==> src/rtl/rv64_pkg.sv <==
// Shared RV64 memory-stage definitions: store funct3 encodings, AXI response
// codes and the store unit state type.
package rv64_pkg;

  localparam logic [2:0] F3_SB = 3'b000;
  localparam logic [2:0] F3_SH = 3'b001;
  localparam logic [2:0] F3_SW = 3'b010;
  localparam logic [2:0] F3_SD = 3'b011;

  localparam logic [1:0] AXI_RESP_OKAY   = 2'b00;
  localparam logic [1:0] AXI_RESP_EXOKAY = 2'b01;
  localparam logic [1:0] AXI_RESP_SLVERR = 2'b10;
  localparam logic [1:0] AXI_RESP_DECERR = 2'b11;

  typedef enum logic [2:0] {
    ST_IDLE,
    ST_SEND,
    ST_WAIT_B,
    ST_FAULT,
    ST_RESP
  } store_state_e;

endpackage

==> src/rtl/store_align.sv <==
// Combinational lane alignment for a 64-bit bus: byte strobes, shifted data
// and the misaligned/illegal-width flag. Shared with the load path.
module store_align
  import rv64_pkg::*;
#(
  parameter int DLEN = 64,
  parameter int SLEN = DLEN / 8
) (
  input  logic [2:0]      width,
  input  logic [2:0]      lane,
  input  logic [DLEN-1:0] data,
  output logic [SLEN-1:0] wstrb,
  output logic [DLEN-1:0] wdata,
  output logic            fault
);

  logic [3:0] nbytes;
  logic [3:0] lane_ext;

  assign nbytes   = 4'd1 << width[1:0];
  assign lane_ext = {1'b0, lane};
  assign wdata    = data << {lane, 3'b000};

  // A byte is enabled when it falls inside [lane, lane + size); bytes past
  // the top of the bus drop off, matching mask << lane truncated to SLEN.
  genvar gi;
  generate
    for (gi = 0; gi < SLEN; gi++) begin : g_strb
      assign wstrb[gi] = (4'(gi) >= lane_ext) && (4'(gi) < lane_ext + nbytes);
    end
  endgenerate

  always_comb begin
    fault = 1'b0;
    case (width)
      F3_SB:   fault = 1'b0;
      F3_SH:   fault = lane[0];
      F3_SW:   fault = |lane[1:0];
      F3_SD:   fault = |lane;
      default: fault = 1'b1;
    endcase
  end

endmodule

==> src/rtl/store_unit.sv <==
// Datapath store request to a single AXI-Lite write (AW/W/B), with
// completion, misalignment and bus-error reporting back to the datapath.
module store_unit
  import rv64_pkg::*;
#(
  parameter int XLEN = 64,
  parameter int ALEN = XLEN,
  parameter int DLEN = XLEN,
  parameter int SLEN = DLEN / 8
) (
  input  logic            clk,
  input  logic            rst,
  input  logic            i_tvalid,
  output logic            o_tready,
  input  logic [XLEN-1:0] i_base_addr,
  input  logic [XLEN-1:0] i_offset,
  input  logic [2:0]      i_width,
  input  logic [XLEN-1:0] i_data,
  output logic            o_awvalid,
  input  logic            i_awready,
  output logic [ALEN-1:0] o_awaddr,
  output logic [2:0]      o_awprot,
  output logic            o_wvalid,
  input  logic            i_wready,
  output logic [DLEN-1:0] o_wdata,
  output logic [SLEN-1:0] o_wstrb,
  input  logic            i_bvalid,
  output logic            o_bready,
  input  logic [1:0]      i_bresp,
  output logic            o_done,
  output logic            o_misaligned,
  output logic            o_bus_err
);

  store_state_e    state_reg;
  logic            awvalid_reg;
  logic            wvalid_reg;
  logic            bready_reg;
  logic            done_reg;
  logic            misaligned_reg;
  logic            bus_err_reg;
  logic [ALEN-1:0] awaddr_reg;
  logic [DLEN-1:0] wdata_reg;
  logic [SLEN-1:0] wstrb_reg;

  logic [XLEN-1:0] addr_next;
  logic [SLEN-1:0] wstrb_next;
  logic [DLEN-1:0] wdata_next;
  logic            fault_next;
  logic            aw_fire;
  logic            w_fire;
  logic            aw_clear;
  logic            w_clear;

  assign addr_next = i_base_addr + i_offset;

  store_align #(
    .DLEN (DLEN),
    .SLEN (SLEN)
  ) u_align (
    .width (i_width),
    .lane  (addr_next[2:0]),
    .data  (i_data),
    .wstrb (wstrb_next),
    .wdata (wdata_next),
    .fault (fault_next)
  );

  assign aw_fire  = awvalid_reg && i_awready;
  assign w_fire   = wvalid_reg && i_wready;
  // A channel is finished if it handshakes now or already did earlier.
  assign aw_clear = aw_fire || !awvalid_reg;
  assign w_clear  = w_fire || !wvalid_reg;

  always_ff @(posedge clk or posedge rst) begin
    if (rst) begin
      state_reg      <= ST_IDLE;
      awvalid_reg    <= 1'b0;
      wvalid_reg     <= 1'b0;
      bready_reg     <= 1'b0;
      done_reg       <= 1'b0;
      misaligned_reg <= 1'b0;
      bus_err_reg    <= 1'b0;
      awaddr_reg     <= '0;
      wdata_reg      <= '0;
      wstrb_reg      <= '0;
    end else begin
      case (state_reg)
        ST_IDLE: begin
          if (i_tvalid) begin
            if (fault_next) begin
              state_reg      <= ST_FAULT;
              done_reg       <= 1'b1;
              misaligned_reg <= 1'b1;
            end else begin
              state_reg   <= ST_SEND;
              awvalid_reg <= 1'b1;
              wvalid_reg  <= 1'b1;
              awaddr_reg  <= addr_next[ALEN-1:0];
              wdata_reg   <= wdata_next;
              wstrb_reg   <= wstrb_next;
            end
          end
        end
        ST_SEND: begin
          if (aw_fire) awvalid_reg <= 1'b0;
          if (w_fire)  wvalid_reg  <= 1'b0;
          if (aw_clear && w_clear) begin
            state_reg  <= ST_WAIT_B;
            bready_reg <= 1'b1;
          end
        end
        ST_WAIT_B: begin
          if (i_bvalid) begin
            state_reg   <= ST_RESP;
            bready_reg  <= 1'b0;
            done_reg    <= 1'b1;
            bus_err_reg <= (i_bresp == AXI_RESP_SLVERR) || (i_bresp == AXI_RESP_DECERR);
          end
        end
        ST_FAULT: begin
          state_reg      <= ST_IDLE;
          done_reg       <= 1'b0;
          misaligned_reg <= 1'b0;
        end
        ST_RESP: begin
          state_reg   <= ST_IDLE;
          done_reg    <= 1'b0;
          bus_err_reg <= 1'b0;
        end
        default: state_reg <= ST_IDLE;
      endcase
    end
  end

  assign o_tready     = (state_reg == ST_IDLE);
  assign o_awvalid    = awvalid_reg;
  assign o_awaddr     = awaddr_reg;
  assign o_awprot     = 3'b000;
  assign o_wvalid     = wvalid_reg;
  assign o_wdata      = wdata_reg;
  assign o_wstrb      = wstrb_reg;
  assign o_bready     = bready_reg;
  assign o_done       = done_reg;
  assign o_misaligned = misaligned_reg;
  assign o_bus_err    = bus_err_reg;

endmodule

==> config.mk <==
export PLATFORM = sky130hd
export DESIGN_NAME = store_unit
export DESIGN_NICKNAME = d
export VERILOG_FILES = /design/src/rtl/rv64_pkg.sv /design/src/rtl/store_align.sv /design/src/rtl/store_unit.sv
export SDC_FILE = /design/constraint.sdc
export NUM_CORES = 1
export LEC_CHECK = 0
export ABC_AREA = 1
export CELL_PAD_IN_SITES_DETAIL_PLACEMENT = 1
export CELL_PAD_IN_SITES_GLOBAL_PLACEMENT = 1
export CORE_MARGIN = 2
export CORE_UTILIZATION = 31
export CTS_BUF_LIST = sky130_fd_sc_hd__clkbuf_8
export DETAILED_ROUTE_END_ITERATION = 12
export HOLD_SLACK_MARGIN = 0.08
export PLACE_DENSITY = 0.78
export SYNTH_ARGS = -nofsm -noshare
export SYNTH_HDL_FRONTEND = slang
export SYNTH_SLANG_ARGS = --single-unit
==> constraint.sdc <==
create_clock -name clk -period 4.7 [get_ports clk]
set_input_delay 0.705 -clock clk [delete_from_list [all_inputs] [get_ports clk]]
set_output_delay 0.705 -clock clk [all_outputs]
set_load 0.01 [all_outputs]
==> results of run 1 <==
-- routing by layer --
layer  vias to the layer above  GRT usage  wire length [um]
met3                        91     0.0399              3030
met4                         0      0.114              2110
met1                      6857      0.301             22600
met2                       411      0.450             25700
li1                       7134          -                 -
met5                         -          0                 0
-- final cells by class --
type	instances	area (um^2)	area share
clock buffer	21	289	0.0169
clock inverter	11	126	0.00740
timing repair buffer	359	3570	0.209
multi-input combinational	1542	7430	0.435
sequential	145	3630	0.213
tap	532	666	0.0390
inverter	362	1360	0.0799
-- worst max-delay path, delay by kind of cell --
kind	cells	cell delay, ps
fa+ha+maj	2	680
compound gates	1	330
simple gates	8	1480
buf+inv	3	1050
-- cells by family after synthesis --
group,synth area share
xor gates and xnor gates,0.0208
muxes,0.00870
adders and majority gates,0.0684
and+or+nand+nor,0.386
AOI/OAI and AO/OA,0.102
other,0.000296
DFF,0.287
buffers and inverters,0.127
-- through the flow --
stage          power (uW)  setup WS (ps)  hold WS, ps  instance area (um^2)   util
2_1_floorplan        3730            100          515                 12700      -
3_3_place_gp         5570            398          464                 16700  0.411
3_5_place_dp         5660            274          469                 16700  0.411
4_1_cts              6790            845          491                 17100  0.421
5_1_grt              7220            658          517                 17100  0.421
6_report             6730            849          486                 17100  0.421
-- where the power goes --
part	internal (uW)	leakage, uW	switching (uW)
combinational	1670	0.00703	1790
clock	531	0.000213	579
sequential	1790	0.00185	363
total	3990	0.00909	2740
-- worst max-delay path by stage --
stage	startpoint	end	slack, ps	cells past startpoint
finish	i_base_addr[0]	o_wdata[56]	850	14
global route	i_base_addr[0]	o_wdata[61]	660	14
CTS	i_base_addr[0]	o_wdata[61]	840	14
detailed placement	i_base_addr[0]	o_wdata[56]	270	14
global placement	i_base_addr[0]	o_wdata[62]	400	13
floorplan	rst	o_awaddr[0]	100	1
-- placed cells by master, fill, tap and decap left out, types with 4 or more instances in the layout --
master           instances
o21ai_1                 14
and2_1                   4
buf_4                   14
o221ai_1                 4
a22o_1                  11
clkbuf_8                21
clkdlybuf4s50_1        344
o211ai_1                18
o22ai_1                  9
a21oi_1                 52
mux2i_1                 11
dfrtp_1                145
nand4_1                 10
xnor2_1                 28
nor3_1                  17
o211ai_2                 6
inv_1                  357
o21ai_2                  9
nand3b_1                 7
o21ai_0                 83
nand2_1                888
ha_1                    65
nand3_1                128
nor2_1                 146
==> flow_summary.toml, run 1 <==
[yosys]
postSynthCellCount = 2098
yosysMostFrequentCell = "nand2_1"
ys_seq_area_frac = 0.287
synth_commonest_cells = "nand2_1, inv_1, nor2_1"
ys_top_cells_by_area = "dfrtp_1, nand2_1, inv_1, ha_1, nand3_1"
syn_area_per_cell_um2 = 6.03
ys_async_sr_fraction = 1.00
ys_types = 44
synth_flop_cell = "dfrtp_1"
yosysTopAreaCellShare = 0.287
synth_edf_count = 0
synth-seq-cells = 145
yosys.area.top_type = "dfrtp_1"
syn_area_um2 = 12700
synth_warnings = 0

[cells_and_area]
diodes = 0
drive_above_1_share = 0.0320
finalNonFillerCells = 2972
area_growth_pct = 34.9
fillers = 5400
nNetsFinal = 2698

[route]
dr.pass1.iters = 5
finalWirelength_mm = 53.4
viasPerCell = 4.88
route.detailed.drc = 0
initialDrtViolationCount = 678
vias = 14493
wl_per_cell_um = 18.0
postRouteAntennaNets = 0

[timing]
setup_viol = 0
fin_worst_skew_ps = 14.0
setup_tns_ps = 0
finalCritPeriodShare = 0.819
max_slew_margin = 0.393
rsz0062_at_grt = "false"
hold_viol_final = 0
drv_slew = 0
period_needed_ps = 3850
worstMarginPinSlew_ps = 910
fmax_mhz = 260

[setup_path]
critPathRequiredTime_ps = 5130
timing.rr.start = "state_reg[1]"
path_cells = "clkdlybuf4s50_1, ha_2, fa_1, or2_1, nand2_2, buf_4, nand2_2, nand2_1, nand3_2, nor2_4, nand2_8, inv_2, nand2_1, o211ai_1"
critPathMaxFanout = 35
r2r_setup_slack_ps = 2240
max_stage_delay_ps = 480
crit_slowest_cell = "nand2_1"
r2r_end = "o_wdata[56]"
cp-start-kind = "input port"
cp.arrival_ps = 4280
worstSetupPathType = "in -> reg"
reg2regPathDepth = 7
endpoint_kind = "flip-flop"

[clock_network]
clk_latency_ps = 520
clkSlewWorstSetupHoldPaths_ps = 90
clockBufferDepth = 2
cts_tree = "built"
cts_num_sinks = 145
numCtsBuffers = 17
clockRootBuffer = "clkbuf_8"
cts_resized = 0
cts_hold_buf = 0
cts_setup_buffers = 0
htree_levels = 4

[floorplanning]
rows = 74
die-height_um = 206
initial_core_util = 0.312
die_w_um = 206
coreArea_um2 = 40600
num_io_pins = 349
fp.dieArea_um2 = 42500

[global_route]
grt_pass1_vias = 15360
track_usage = 0.254
grt-ovfl-total = 0
grt_pass1_wl_mm = 82.4
grt_max_degree = 92
antenna_found_initial = 0

[placement]
placed_cells = 2940
post-dp-hpwl_mm = 43.9
gp_congestion = 0.888
numPortBuffers = 344

[worst_hold_path]
worstHoldEndpoint = "o_awaddr[30]"
min_path_cells = 2
hp-start = "o_awaddr[30]"
worst_hold_path_type = "reg -> reg"

[pwr]
ir_worst_vdd_v = 0.000200
p_leak_uw = 0.00909
power.density_nw_per_um2 = 394

[outcome]
status = "finished, final reports clean"

[flow_run]
max-cap-violations = 0
Note: power is estimated with default switching activity, not from simulation.
==> inputs of run 2 (changes only) <==
Settings changed: CORE_UTILIZATION 31 to 34, PLACE_DENSITY 0.78 to 0.81.
Clock period 4.7 ns to 4 ns, I/O delays scaled along.
==> flow_summary.toml, run 2 (synthesis gave the netlist of run 1 again) <==
[global_route]
met3_usage = 0.0352
grt_max_degree = 75
antenna_found_initial = 0
met2_usage = 0.501
grt_pass1_vias = 15380
grt_pass1_wl_mm = 84.7
grt-ovfl-total = 0
track_usage = 0.283
met1_usage = 0.356
top_usage_layer = "met2"

[setup_path]
worstSetupPathType = "in -> reg"
timing.rr.start = "state_reg[1]"
r2r_setup_slack_ps = 1900
endpoint_kind = "flip-flop"
cp-start-kind = "input port"
reg2regPathDepth = 7
r2r_end = "o_wdata[60]"
critPathMaxFanout = 24
critPathRequiredTime_ps = 4400
cp.arrival_ps = 3750

[route]
initialDrtViolationCount = 597
finalWirelength_mm = 54.8
vias = 14622
dr.pass1.iters = 5
wl_per_cell_um = 18.8
route.detailed.drc = 0
postRouteAntennaNets = 0
viasPerCell = 5.02

[pwr]
power_frac_seq = 0.321
switching_share = 0.410
power.density_nw_per_um2 = 466
ir_worst_vdd_v = 0.000226
clkPwrFrac = 0.160
combPwrFrac = 0.519
p_leak_uw = 0.00912
switchingPower_uw = 3260
finalPower_uw = 7960
p_int_uw = 4690

[floorplanning]
coreArea_um2 = 36600
die-height_um = 197
rows = 70
die_w_um = 197
initial_core_util = 0.346
num_io_pins = 349
fp.dieArea_um2 = 38800

[flow_run]
max-cap-violations = 0

[timing]
setup_tns_ps = 0
setup_viol = 0
fin_worst_skew_ps = 16.9
max_slew_margin = 0.538
hold_viol_final = 0
rsz0062_at_grt = "false"
fmax_mhz = 298
finalCritPeriodShare = 0.839
drv_slew = 0
worstMarginPinSlew_ps = 692
period_needed_ps = 3360
whs_ps = 429

[clock_network]
clk_latency_ps = 500
cts_tree = "built"
numCtsBuffers = 17
cts_setup_buffers = 0
cts_resized = 0
clockRootBuffer = "clkbuf_8"
cts_num_sinks = 145
cts_hold_buf = 0
htree_levels = 4
clkSlewWorstSetupHoldPaths_ps = 90
clockBufferDepth = 2

[placement]
post-dp-hpwl_mm = 44.9
gp_congestion = 0.936
numPortBuffers = 344

[cells_and_area]
mostFrequentLayoutCells = "nand2_1, inv_1, clkdlybuf4s50_1"
drive_above_1_share = 0.0339
nNetsFinal = 2706
seq_area_um2 = 3630
final_common_cell = "nand2_1"
multi_input_area_um2 = 7430
diodes = 0
fillers = 4908
area_growth_pct = 34.8

[outcome]
status = "finished, final reports clean"

[worst_hold_path]
worst_hold_path_type = "in -> async"
run 2: power by group through the flow:
stage,combinational (uW),clock (uW),sequential [uW]
floorplan,1630,0,2750
global placement,4040,0,2560
detailed placement,4140,0,2580
CTS,4160,1300,2560
global route,4510,1350,2630
finish,4130,1270,2560
run 2: how the worst max path moves through the flow:
stage                         startpoint     endpoint  slack (ps)  depth (start not counted)
after floorplan           i_base_addr[0]   o_wstrb[0]         750                         14
after global placement    i_base_addr[0]  o_wdata[56]         190                         12
after detailed placement  i_base_addr[0]  o_wdata[60]         130                         12
after CTS                 i_base_addr[0]  o_wdata[60]         670                         12
after global routing      i_base_addr[0]  o_wdata[58]         550                         14
final                     i_base_addr[0]  o_wdata[60]         640                         14
run 2: area by class of cell:
cell class,count,share of cell area
clock buffer,21,0.0169
clock inverter,9,0.00623
inverter,362,0.0799
multi-input combinational,1542,0.436
sequential,145,0.213
tap,468,0.0343
timing repair buffer,367,0.214
run 2: per-stage QoR:
stage	setup WS, ps	area, um^2	util	cells
2_1_floorplan	754	12700	-	2100
3_3_place_gp	193	16700	0.455	2884
3_5_place_dp	130	16700	0.455	2884
4_1_cts	668	17100	0.466	2914
5_1_grt	550	17100	0.466	2914
6_report	644	17100	0.466	2914
run 2: worst max-delay path: stages:
cell	delay, ps
clkdlybuf4s50_1	420
ha_2	220
fa_1	450
or2_1	270
nand2_2	60
buf_4	240
nand2_2	80
nand2_1	80
nand3_2	100
nor2_4	160
nand2_8	170
inv_2	130
nand2_1	400
o211ai_1	340
run 2: metal layers:
metal  part of all wire  up-vias
met5                  0        -
met4              0.031        0
met3              0.047       81
met2               0.48      408
met1               0.44     6993
li1                   -     7140
